File: src/rtl/calc_display.sv
// Sequential double-dabble binary-to-BCD converter driving eight active-low 7-segment displays.
// Optional leading-zero blanking is enabled by defining CALC_DISPLAY_LZ_BLANK_EN.
module calc_display #(
  parameter int BIN_W    = 27,
  parameter int NUM_DISP = 8,
  parameter int BCD_DIG  = 9
) (
  input  logic             clock,
  input  logic             reset,
  input  logic [BIN_W-1:0] digits,
  input  logic [1:0]       status,
  output logic [6:0]       displays [NUM_DISP],
  output logic             busy,
  output logic             overflow
);

  localparam logic [1:0] IDLE  = 2'd0;
  localparam logic [1:0] SHIFT = 2'd1;
  localparam logic [1:0] LOAD  = 2'd2;

  localparam logic [1:0] ST_ERROR = 2'b10;

  localparam logic [6:0] SEG_ZERO  = 7'b1000000;
  localparam logic [6:0] SEG_BLANK = 7'b1111111;
  localparam logic [6:0] SEG_DASH  = 7'b0111111;

  localparam int BCD_W = 4 * BCD_DIG;

  logic [1:0]       state;
  logic [BIN_W-1:0] shift_reg;
  logic [BCD_W-1:0] bcd;
  logic [BCD_W-1:0] bcd_adj;
  logic [4:0]       cnt;
  logic [BIN_W-1:0] last_digits;
  logic [1:0]       last_status;
  logic [6:0]       num_disp [NUM_DISP];

  function automatic logic [6:0] seg_code(input logic [3:0] nib);
    case (nib)
      4'd0:    seg_code = 7'b1000000;
      4'd1:    seg_code = 7'b1111001;
      4'd2:    seg_code = 7'b0100100;
      4'd3:    seg_code = 7'b0110000;
      4'd4:    seg_code = 7'b0011001;
      4'd5:    seg_code = 7'b0010010;
      4'd6:    seg_code = 7'b0000010;
      4'd7:    seg_code = 7'b1111000;
      4'd8:    seg_code = 7'b0000000;
      4'd9:    seg_code = 7'b0010000;
      default: seg_code = SEG_BLANK;
    endcase
  endfunction

  // Add-3 correction applied to each nibble before the shift
  always_comb begin
    bcd_adj = bcd;
    for (int i = 0; i < BCD_DIG; i++) begin
      if (bcd[4*i +: 4] >= 4'd5)
        bcd_adj[4*i +: 4] = bcd[4*i +: 4] + 4'd3;
    end
  end

  // Numeric display patterns; blanking scans from the most-significant digit down
  always_comb begin
    logic seen;
    seen = 1'b0;
    for (int i = NUM_DISP - 1; i >= 0; i--) begin
      num_disp[i] = seg_code(bcd[4*i +: 4]);
      if (bcd[4*i +: 4] != 4'd0)
        seen = 1'b1;
`ifdef CALC_DISPLAY_LZ_BLANK_EN
      if (!seen && i != 0)
        num_disp[i] = SEG_BLANK;
`endif
    end
  end

  always_ff @(posedge clock) begin
    if (reset) begin
      state       <= IDLE;
      busy        <= 1'b0;
      overflow    <= 1'b0;
      last_digits <= '0;
      last_status <= 2'b00;
      shift_reg   <= '0;
      bcd         <= '0;
      cnt         <= '0;
      for (int i = 0; i < NUM_DISP; i++) begin
`ifdef CALC_DISPLAY_LZ_BLANK_EN
        displays[i] <= (i == 0) ? SEG_ZERO : SEG_BLANK;
`else
        displays[i] <= SEG_ZERO;
`endif
      end
    end else begin
      case (state)
        IDLE: begin
          if (digits != last_digits || status != last_status) begin
            shift_reg   <= digits;
            last_digits <= digits;
            last_status <= status;
            bcd         <= '0;
            cnt         <= '0;
            state       <= SHIFT;
            busy        <= 1'b1;
          end
        end
        SHIFT: begin
          bcd       <= {bcd_adj[BCD_W-2:0], shift_reg[BIN_W-1]};
          shift_reg <= {shift_reg[BIN_W-2:0], 1'b0};
          cnt       <= cnt + 5'd1;
          if (cnt == 5'(BIN_W - 1))
            state <= LOAD;
        end
        LOAD: begin
          // The ninth nibble is nonzero exactly when the value exceeds 99_999_999
          if (last_status == ST_ERROR) begin
            overflow <= 1'b0;
            for (int i = 0; i < NUM_DISP; i++) displays[i] <= SEG_DASH;
          end else if (bcd[BCD_W-1 -: 4] != 4'd0) begin
            overflow <= 1'b1;
            for (int i = 0; i < NUM_DISP; i++) displays[i] <= SEG_DASH;
          end else begin
            overflow <= 1'b0;
            for (int i = 0; i < NUM_DISP; i++) displays[i] <= num_disp[i];
          end
          state <= IDLE;
          busy  <= 1'b0;
        end
        default: begin
          state <= IDLE;
          busy  <= 1'b0;
        end
      endcase
    end
  end

endmodule
File: config.mk
export PLATFORM = sky130hd
export DESIGN_NAME = calc_display
export DESIGN_NICKNAME = d
export VERILOG_FILES = /design/src/rtl/calc_display.sv
export SDC_FILE = /design/constraint.sdc
export NUM_CORES = 1
export LEC_CHECK = 0
export ABC_AREA = 1
export BUFFER_PORTS_ARGS = -buffer_cell sky130_fd_sc_hd__buf_2
export CORE_MARGIN = 2
export CORE_UTILIZATION = 54
export DETAILED_ROUTE_END_ITERATION = 16
export PLACE_DENSITY = 0.76
export SLEW_MARGIN = 20
export SYNTH_ARGS = -nofsm -noshare
export SYNTH_HDL_FRONTEND = slang
export SYNTH_SLANG_ARGS = --single-unit
File: constraint.sdc
create_clock -name clock -period 2.3 [get_ports clock]
set_clock_uncertainty 0.2 [all_clocks]
set_input_delay 0.115 -clock clock [delete_from_list [all_inputs] [get_ports clock]]
set_output_delay 0.115 -clock clock [all_outputs]
set_load 0.02 [all_outputs]
==> results.md <==
* Arr. time, crit path at 2710 ps
* Critical path class: reg -> reg
* Die area at 19500 sq um
* Initial antenna violation count at 0
* Yosys synthesis warning count at 0
* Compound-Gate Fraction of Synth Area at between 10% and 20%
* Die width at 139 um
* Crit path max-delay family: simple AND/OR/NAND/NOR gates
* Max Root-Sink Buffers at 3
* FFs w/ async S/R, synth at 0%
* Drt pass-1 iters at 5
* Dpl cell area at approximately 11000 sq um
* Setup_tns at -8760 ps
* CTS tree: built
* H-tree depth at 1
* Least-Margin Pin Slew at between 500 and 600 ps
* Final Cell Area at 13600 sq um
* Hpwl dp at around 15000 um
* Routed wire length at 28700 um
* Synthesized Nets at 1348
* Gpl congestion at roughly 0.9
* Total grt overflow at 0
* Post-Syn Area at 9910 sq um
* Outcome: finished, violations left
* Maxcap violations at 0
* Nets at 1560
* Final setup fails at 98
* Crit share post-route at 109%
* Leakage at 6.66 nW
* Worst path most repeated cell: nand2_2
* Wirelength per Cell at 16.8 um
* GRT Overall Usage at 25.5%
* XOR/XNOR share of the synthesized area at 2.74%
* Initial Util at 55.2%
* Post-synth cell types at 31
* Routed Antenna Nets at 0
* Syn avg cell area at roughly 7.9 sq um
* Max VDD drop at 0.551 mV
* Clk sinks at between 200 and 250
* Final Power at 8.10 mW
* Tightest Hold Check Type: in -> reg
* First-pass GRT wire length at between 40000 and 50000 um
* Main synth FF type: dfxtp_1
* Largest net degree at the start of global routing at 86
* Vias in the first global route at 8889
* Simple-gate share of the synthesized area at 24.1%
* Gate Count Post-Synth at between 1000 and 1500
* Synthesized flop and latch total at 213
* Place WS at -177 ps
* Via density at 5.59
* Fin. Hold Viols at 0
* Crit start category: flop
* Worst path bufs/invs at 3
* Vias at 9554
* Synth Area in Adders at ~7.8%
* Largest family of logic cells by synthesized area: simple AND/OR/NAND/NOR gates
* Row count at 49
* Crit-path max FO at 6
* WP data required at 2510 ps
* Area grow syn2layout at 37.1%
* CP max-delay cell: dfxtp_2
* Core area at 18000 sq um
* IO buf count at 88
* # placed instances at 1591
* Post-synth EDFFs at 0
* Ant. Diodes at 0
* Pins Over Slew Limit at 0
* Clock Latency Late Sink at 510 ps
* Failing checks: setup timing
* Iteration-0 DRC Markers at 770
* Clock root buffer: clkbuf_16
* Max Freq at 0.400 GHz
* Tmin final at 2500 ps
* Unrepaired setup endpoints after global routing: true
* Fin cells at between 1500 and 2000
* Mux cell area share after synthesis at 0%
* Worst path max stage delay at ~330 ps
* Worst-path clk slew at 70 ps
* Die Height at 139 um
* Pwr/cell area at 596 nW/um^2
* Slew Limit Headroom at 61.7%
* I/O Pins at about 90
* Share of cells above drive strength 1 at 36.6%
* DRC viols at 0
* Sequential area share after synthesis at 43.0%
* CP endpoint kind: flop
* Slack of the critical path at -200 ps
* Cell chain of the critical path: xnor2_2 > nand2_1 > nor2_2 > nand2_2 > nor2_4 > nand3_4 > nand2_8 > buf_6 > nand2_2 > nand2_2 > nand2_2 > inv_2 > ha_4 > inv_2 > nand3_2 > nand3_2 > nand2_1
* TritonCTS Buffers at 23
==> logic make-up (layout without fill, tap and decap cells) <==
group | after synthesis | after routing
AOI/OAI and AO/OA | 195 | 195
buffers and inverters | 206 | 430
and+or+nand+nor | 548 | 548
DFF | 213 | 213
adders and majority gates | 62 | 62
xor gates and xnor gates | 31 | 31
==> where the power goes <==
| part | leakage (nW) | switching [mW] | total [mW] | internal [mW] |
|---|---|---|---|---|
| clock network | 0.383 | 1.49 | 3.84 | 2.35 |
| registers | 1.74 | 0.0429 | 3.80 | 3.76 |
| logic | 4.54 | 0.276 | 0.464 | 0.188 |
| total | 6.66 | 1.81 | 8.10 | 6.29 |
==> cell usage after synthesis (2+ instances only) <==
cell type,instances,area [sq um]
clkbuf_1,31,116
nand3_1,119,596
nand2_1,308,1160
inv_1,140,526
nor2_1,63,236
nor3_1,3,15.0
xor2_1,11,96.3
buf_6,2,22.5
o221a_2,48,541
nor2_2,2,12.5
or2_2,3,18.8
buf_1,12,45.0
dfxtp_1,213,4260
a21oi_1,42,210
xnor2_1,20,175
o21ai_0,59,295
ha_1,62,776
nand2_2,34,213
buf_4,4,30.0
inv_2,10,37.5
nand3_2,8,80.1
buf_2,6,30.0
a211oi_1,2,15.0
o211ai_1,9,67.6
a31oi_1,26,163
a221o_1,8,80.1
nand4_1,6,37.5
==> worst paths after layout <==
path	from	to	slack, ps	cells past startpoint
worst min-delay path	status[0]	last_status[0]	260	4
worst min register to register	num_disp[34]	displays[34]	260	1
worst max-delay path	last_digits[16]	num_disp[24]	-200	17
worst max register to register	last_digits[16]	num_disp[24]	-200	17
==> tightest hold or removal path: cells and delay by family <==
| kind | cells | cell delay, ps |
|---|---|---|
| AOI/OAI and AO/OA | 1 | 90 |
| and+or+nand+nor | 1 | 80 |
| buffers and inverters | 2 | 650 |
==> cell type report <==
| type | count | area (sq um) |
|---|---|---|
| flip-flops and latches | 213 | 4300 |
| multi-input cells | 836 | 5760 |
| repair buffers | 243 | 1860 |
| fillers | 1159 | 4380 |
| clock inverters | 7 | 120 |
| clock buffers | 30 | 662 |
| inverters | 150 | 597 |
| well taps | 229 | 287 |
==> cells in the final DEF, fill, tap and decap left out, types with 5 or more instances in the layout <==
cell type and instances:
a21oi_1 39, a221o_1 8, a31oi_1 26, buf_12 5
buf_2 88, buf_4 97, buf_6 20, clkbuf_16 23
clkbuf_8 6, dfxtp_1 191, dfxtp_2 20, dlygate4sd3_1 30
ha_1 35, ha_2 9, ha_4 18, inv_1 107
inv_2 30, inv_4 12, nand2_1 256, nand2_2 47
nand2_4 36, nand3_1 84, nand3_2 37, nand3_4 7
nand4_1 6, nor2_1 55, nor2_2 6, o211ai_1 9
o21ai_0 52, o21ai_1 7, o221a_2 48, xnor2_1 17
xor2_1 9
==> layer usage <==
metal	global-route usage [%]	wire, um	up-vias
met5	0	0	-
met4	10.9	1160	0
met3	3.75	1870	106
met2	41.9	13900	406
met1	33.7	11800	4492
li1	-	-	4550
==> stage by stage <==
stage               utilization [%]  hold WS, ps
floorplan                         -         74.8
global placement               61.7          207
detailed placement             61.7          221
CTS                            71.7          241
global route                   75.6          284
finish                         75.6          262
==> repair_timing <==
action	4_1_cts	5_1_grt
cloned	2	0
hold endpoints to repair	64	0
buffers inserted	34	15
resized for setup	108	164
hold buffers	30	0
pin swaps	42	69
setup endpoints to repair	56	187
(Power assumes the default switching activity.)
